==> src/rtl/icache_pkg.sv <==
// Shared types and helpers for the L1 instruction-cache miss/fill sequencer.
package icache_pkg;

    typedef enum logic [1:0] {
        FREE = 2'd0,
        PEND = 2'd1,
        SENT = 2'd2
    } entry_state_t;

    // fill_resp bit that marks a valid data return; when clear the fill is a retry
    localparam int unsigned RESP_VALID_BIT = 0;

    function automatic int unsigned line_width(input int unsigned nphys,
                                               input int unsigned line_size);
        return nphys - line_size;
    endfunction

endpackage

==> src/rtl/icache_fill_ctrl_rr_pick.sv <==
// Rotating-priority picker: first set request at or after start, wrapping (N power of two).
module rr_pick #(
    parameter int unsigned N = 4,
    localparam int unsigned IW = (N > 1) ? $clog2(N) : 1
) (
    input  logic [N-1:0]  req,
    input  logic [IW-1:0] start,
    output logic [N-1:0]  grant,
    output logic [IW-1:0] idx,
    output logic          valid
);

    logic [IW-1:0] pos;

    always_comb begin
        grant = '0;
        idx   = '0;
        valid = 1'b0;
        pos   = '0;
        for (int unsigned k = 0; k < N; k++) begin
            pos = start + IW'(k);
            if (!valid && req[pos]) begin
                valid      = 1'b1;
                grant[pos] = 1'b1;
                idx        = pos;
            end
        end
    end

endmodule

==> src/rtl/icache_fill_ctrl.sv <==
// Miss/fill sequencer for the L1 I-cache: merges fetch misses into a small MSHR table,
// issues one L2 line request per cycle and retires entries on returning fills.
module icache_fill_ctrl
    import icache_pkg::*;
#(
    parameter int unsigned NPHYS            = 56,
    parameter int unsigned ACACHE_LINE_SIZE = 6,
    parameter int unsigned NMISS            = 4,
    parameter int unsigned TRANS_ID_SIZE    = 6,
    localparam int unsigned LW = line_width(NPHYS, ACACHE_LINE_SIZE),
    localparam int unsigned IW = $clog2(NMISS)
) (
    input  logic                     clk,
    input  logic                     reset,
    input  logic                     miss0_req,
    input  logic [LW-1:0]            miss0_addr,
    output logic                     miss0_ack,
    input  logic                     miss1_req,
    input  logic [LW-1:0]            miss1_addr,
    output logic                     miss1_ack,
    output logic                     l2_req,
    output logic [LW-1:0]            l2_addr,
    output logic [TRANS_ID_SIZE-1:0] l2_trid,
    input  logic                     l2_ack,
    input  logic                     fill_req,
    input  logic [TRANS_ID_SIZE-1:0] fill_trid,
    input  logic [2:0]               fill_resp,
    output logic                     fill_done,
    output logic [LW-1:0]            fill_addr,
    output logic                     busy
);

    entry_state_t  st       [NMISS];
    logic [LW-1:0] ent_addr [NMISS];
    logic [IW-1:0] slot_idx;
    logic [IW-1:0] issue_ptr;
    logic          last_win1;

    logic [NMISS-1:0] free_vec, pend_base, issue_vec, free_grant, iss_grant;
    logic [IW-1:0]    free_idx, iss_idx, fill_idx;
    logic             free_valid, iss_valid;
    logic             hit0, hit1, need0, need1, same_line, contest;
    logic             alloc_port0, alloc_port1, alloc, load, iss_is_alloc;
    logic             fill_sent, fill_ok, fill_retry;
    logic [LW-1:0]    alloc_addr, iss_addr;
    logic             unused_resp_bits;

    assign unused_resp_bits = ^fill_resp[2:1];

    always_comb begin
        free_vec  = '0;
        pend_base = '0;
        hit0      = 1'b0;
        hit1      = 1'b0;
        busy      = 1'b0;
        for (int unsigned i = 0; i < NMISS; i++) begin
            free_vec[i]  = (st[i] == FREE);
            // the entry already sitting in the request slot must not be loaded twice
            pend_base[i] = (st[i] == PEND) && !(l2_req && slot_idx == IW'(i));
            if (st[i] != FREE) begin
                busy = 1'b1;
                if (ent_addr[i] == miss0_addr) hit0 = 1'b1;
                if (ent_addr[i] == miss1_addr) hit1 = 1'b1;
            end
        end
    end

    rr_pick #(.N(NMISS)) u_free_pick (
        .req   (free_vec),
        .start ('0),
        .grant (free_grant),
        .idx   (free_idx),
        .valid (free_valid)
    );

    assign need0       = miss0_req && !hit0;
    assign need1       = miss1_req && !hit1;
    assign same_line   = need0 && need1 && (miss0_addr == miss1_addr);
    assign contest     = need0 && need1 && !same_line;
    assign alloc_port1 = need1 && (!need0 || (contest && !last_win1));
    assign alloc_port0 = need0 && !alloc_port1;
    assign alloc       = free_valid && (need0 || need1);
    assign alloc_addr  = alloc_port1 ? miss1_addr : miss0_addr;

    assign miss0_ack = miss0_req && (hit0 || (free_valid && alloc_port0));
    assign miss1_ack = miss1_req && (hit1 || (free_valid && (alloc_port1 || same_line)));

    // a line allocated this cycle is visible to issue selection so l2_req can rise next cycle
    assign issue_vec = pend_base | (alloc ? free_grant : '0);
    assign load      = !l2_req || l2_ack;

    rr_pick #(.N(NMISS)) u_issue_pick (
        .req   (issue_vec),
        .start (issue_ptr),
        .grant (iss_grant),
        .idx   (iss_idx),
        .valid (iss_valid)
    );

    assign iss_is_alloc = alloc && |(iss_grant & free_grant);
    assign iss_addr     = iss_is_alloc ? alloc_addr : ent_addr[iss_idx];

    assign fill_idx   = fill_trid[IW-1:0];
    assign fill_sent  = fill_req && ((fill_trid >> IW) == '0) && (st[fill_idx] == SENT);
    assign fill_ok    = fill_sent && fill_resp[RESP_VALID_BIT];
    assign fill_retry = fill_sent && !fill_resp[RESP_VALID_BIT];

    always_ff @(posedge clk or negedge reset) begin
        if (!reset) begin
            for (int unsigned i = 0; i < NMISS; i++) begin
                st[i]       <= FREE;
                ent_addr[i] <= '0;
            end
            slot_idx  <= '0;
            issue_ptr <= '0;
            last_win1 <= 1'b0;
            l2_req    <= 1'b0;
            l2_addr   <= '0;
            l2_trid   <= '0;
            fill_done <= 1'b0;
            fill_addr <= '0;
        end else begin
            fill_done <= fill_ok;
            if (fill_ok) begin
                st[fill_idx] <= FREE;
                fill_addr    <= ent_addr[fill_idx];
            end
            if (fill_retry) st[fill_idx] <= PEND;
            if (alloc) begin
                st[free_idx]       <= PEND;
                ent_addr[free_idx] <= alloc_addr;
                if (contest) last_win1 <= alloc_port1;
            end
            if (l2_req && l2_ack) st[slot_idx] <= SENT;
            if (load) begin
                l2_req <= iss_valid;
                if (iss_valid) begin
                    l2_addr   <= iss_addr;
                    l2_trid   <= TRANS_ID_SIZE'(iss_idx);
                    slot_idx  <= iss_idx;
                    issue_ptr <= iss_idx + 1'b1;
                end
            end
        end
    end

    a_fill_to_sent: assert property (@(posedge clk) disable iff (!reset) fill_req |-> fill_sent);

endmodule

==> config.mk <==
export PLATFORM = sky130hd
export DESIGN_NAME = icache_fill_ctrl
export DESIGN_NICKNAME = d
export VERILOG_FILES = /design/src/rtl/icache_pkg.sv /design/src/rtl/icache_fill_ctrl_rr_pick.sv /design/src/rtl/icache_fill_ctrl.sv
export SDC_FILE = /design/constraint.sdc
export NUM_CORES = 1
export LEC_CHECK = 0
export ABC_AREA = 0
export BUFFER_PORTS_ARGS = -buffer_cell sky130_fd_sc_hd__buf_4
export CORE_MARGIN = 1
export CORE_UTILIZATION = 40
export DETAILED_ROUTE_END_ITERATION = 16
export PLACE_DENSITY = 0.69
export SLEW_MARGIN = 25
export SYNTH_ARGS = -nofsm -noshare
export SYNTH_HDL_FRONTEND = slang
export SYNTH_SLANG_ARGS = --single-unit
export TNS_END_PERCENT = 30
==> constraint.sdc <==
create_clock -name clk -period 5.4 [get_ports clk]
set_input_delay 0.54 -clock clk [delete_from_list [all_inputs] [get_ports clk]]
set_output_delay 0.54 -clock clk [all_outputs]
set_load 0.01 [all_outputs]
==> impl_metrics.toml <==
[status]
status = "completed"

[logic_synthesis]
yosysSeqAreaShare = 0.338
async_flop_share = 1.00
ys_ff_latch = 315
syn_area_per_cell_um2 = 9.18
yosysWarnings = 0
yosysMostFrequentCell = "nand2_1"
synth_top_area_share = 0.338
syn_inst = 2540
synthTopCellsByArea = "dfrtp_1, mux2i_1, xor2_1, mux2_2, xnor2_1"
synth_edf_count = 0
syn-cell-area_um2 = 23300
synth_top_cell_by_area = "dfrtp_1"
synth_top_flop_cell = "dfrtp_1"
synth_cell_type_count = 73
netlist_top_cells_count = "nand2_1, dfrtp_1, nor2_1, xor2_1, mux2i_1"

[sta]
relSlewSlack = 0.266
skew_ns = 0.0259
finalCritPeriodShare = 0.980
slew_viol_final = 0
setup_viol = 0
finalWorstSetupSlack_ns = 0.109
fin_crit_ns = 5.29
worst_pin_slew_ns = 1.10
tns_ns = 0
rsz0062_at_grt = "false"
hold_viol = 0
max_freq_mhz = 189

[placed_design]
place.gp.congestion = 1.12
dp_hpwl_um = 106000
dp_slack_ns = 0.154
portBuffers = 219

[critical_path]
critPathMaxFanout = 14
cp.depth = 15
start_kind = "flop"
path_cells = "nor2b_1 -> or4_1 -> or4b_1 -> nor4_1 -> a22oi_1 -> and2_1 -> nor2_1 -> o211ai_1 -> a22oi_1 -> o22a_4 -> buf_4 -> mux2i_1 -> mux2i_1 -> mux2i_1 -> a21oi_1"
critPathMostFrequentCell = "mux2i_1"
critPathTopFamily = "simple AND/OR/NAND/NOR gates"
worstSetupPathType = "flop to flop"
cp_slowest_cell = "o22a_4"
crit_buf_inv = 1
critPathMaxStageDelay_ns = 0.57
critPathRequiredTime_ns = 5.83
reg2reg_depth = 15
r2r_start = "ent_addr[105]"
rrSetupSlack_ns = 0.11
r2r-end = "l2_addr[1]"
end_kind = "flop"
cp.arrival_ns = 5.72

[global_route]
grt_max_degree = 150
grt.overflow.total = 0
grt_first_pass_wirelength_um = 180000
grt_pass1_vias = 21400
grt_antenna_before_repair = 5
track_usage = 0.443

[finish]
fin_nets = 2859
drive_gt1_frac = 0.231
syn_to_final_growth_pct = 18.7
postLayoutCoreUtil = 0.480

[drt]
drt_wl_total_um = 132000
firstDrtPassIters = 6
antenna_left = 0
drc = 0
vias = 22400
viasPerCell = 6.35
drtIter0Drc = 2696
wl_per_cell_um = 37.4

[clock_tree]
cts-root-buf = "clkbuf_16"
cts_made_buffers = 37
clk_pin_slew_ns = 0.06
clock-sinks = 315
clk_latency_ns = 0.58
clock_path_buffers = 3
cts_setup_buffers = 0
ctsHtreeMaxLevel = 2
cts_tree = "yes"

[hold_path]
hp-start = "l2_ack"
holdCritPathClass = "input port to flop"
hold_path_depth = 2
hold_end = "l2_req"

[floorplanning]
die_h_um = 243
start_util = 0.404
die_x_um = 243
rows = 88
die-area_um2 = 59300
io_pins = 226
core_um2 = 57700

[pwr]
power_density_nw_per_um2 = 693
peakVddDrop_v = 0.000732
power_leakage_nw = 11.7

[run]
maxCapViolCount = 0
-- cell type report --
class                           count  area, um^2
Clock inverter                     13         178
Multi-Input combinational cell   1982       14500
Clock buffer                       53        1110
Fill cell                        5436       30000
Timing Repair Buffer              363        2890
Sequential cell                   315        7880
Inverter                           37         139
Antenna cell                        2        5.00
Tap cell                          765         957
-- what timing repair did --
item / 4_1_cts / 5_1_grt
hold buffers: 1 / 0
setup endpoints to repair: 0 / 0
hold endpoints to repair: 26 / 0
gates resized for setup: 0 / 0
-- sequential cells by signal (all words and copies together) (netlist names) --
signal	count
fill_addr	50
issue_ptr	2
last_win1	1
l2_trid	2
l2_req	1
ent_addr	200
fill_done	1
l2_addr	50
st	8
-- power by group --
group          switching [mW]  internal, mW
Sequential               1.91          3.39
Clock                    1.09          1.62
Combinational            6.72          4.46
-- how the worst max path moves through the flow --
stage,from,to,slack [ns]
floorplan,miss0_addr[3],l2_addr[49],1.07
global placement,miss0_addr[20],l2_addr[49],0.24
detailed placement,miss0_addr[20],l2_addr[49],0.15
CTS,ent_addr[105],miss0_ack,0.28
global route,ent_addr[105],l2_addr[0],0.06
finish,ent_addr[105],l2_addr[1],0.11
-- routing by layer --
| metal | wire (um) | track usage | up-vias |
|---|---|---|---|
| met3 | 11900 | 0.0868 | 272 |
| met1 | 54300 | 0.595 | 11400 |
| met4 | 5750 | 0.161 | 0 |
| met5 | 0 | 0 | - |
| li1 | - | - | 9237 |
| met2 | 60100 | 0.705 | 1463 |
-- layout by cell type, fill, tap and decap left out, types with 8 or more instances in the layout --
cell type	count
a21oi_1	68
nor3_1	35
nand4b_1	9
xor2_1	222
inv_1	36
nand2b_1	29
ha_1	8
mux4_2	50
buf_4	349
mux2i_1	199
nand4_1	96
nor2b_1	68
nor4b_1	10
nor4_1	115
dfrtp_1	315
clkbuf_16	39
nand2_1	334
xnor2_1	181
nor2_1	232
or4_1	9
clkbuf_8	8
nand3_1	35
o21ai_0	19
mux2_2	146
buf_12	12
a22oi_1	8
-- cells by family after synthesis --
logic type | Yosys count | synth area share
flip-flops | 315 | 0.338
buffers and inverters | 246 | 0.0452
adder cells (fa/ha/maj) | 8 | 0.00429
XOR/XNOR | 404 | 0.152
AND/OR/NAND/NOR | 1008 | 0.211
other | 1 | 0.000161
multiplexers | 396 | 0.205
AO/OA/AOI/OAI | 162 | 0.0450
-- metrics by stage --
stage                     area [um^2]  power [mW]  cells  hold slack [ns]
after floorplan                 23300        10.7   2543            0.244
after global placement          26400        15.8   3461            0.397
after detailed placement        26400        16.0   3461            0.401
after CTS                       27700        18.8   3528            0.188
after global routing            27700        19.8   3528            0.222
final                           27700        19.2   3530            0.210
(Power assumes the default switching activity.)
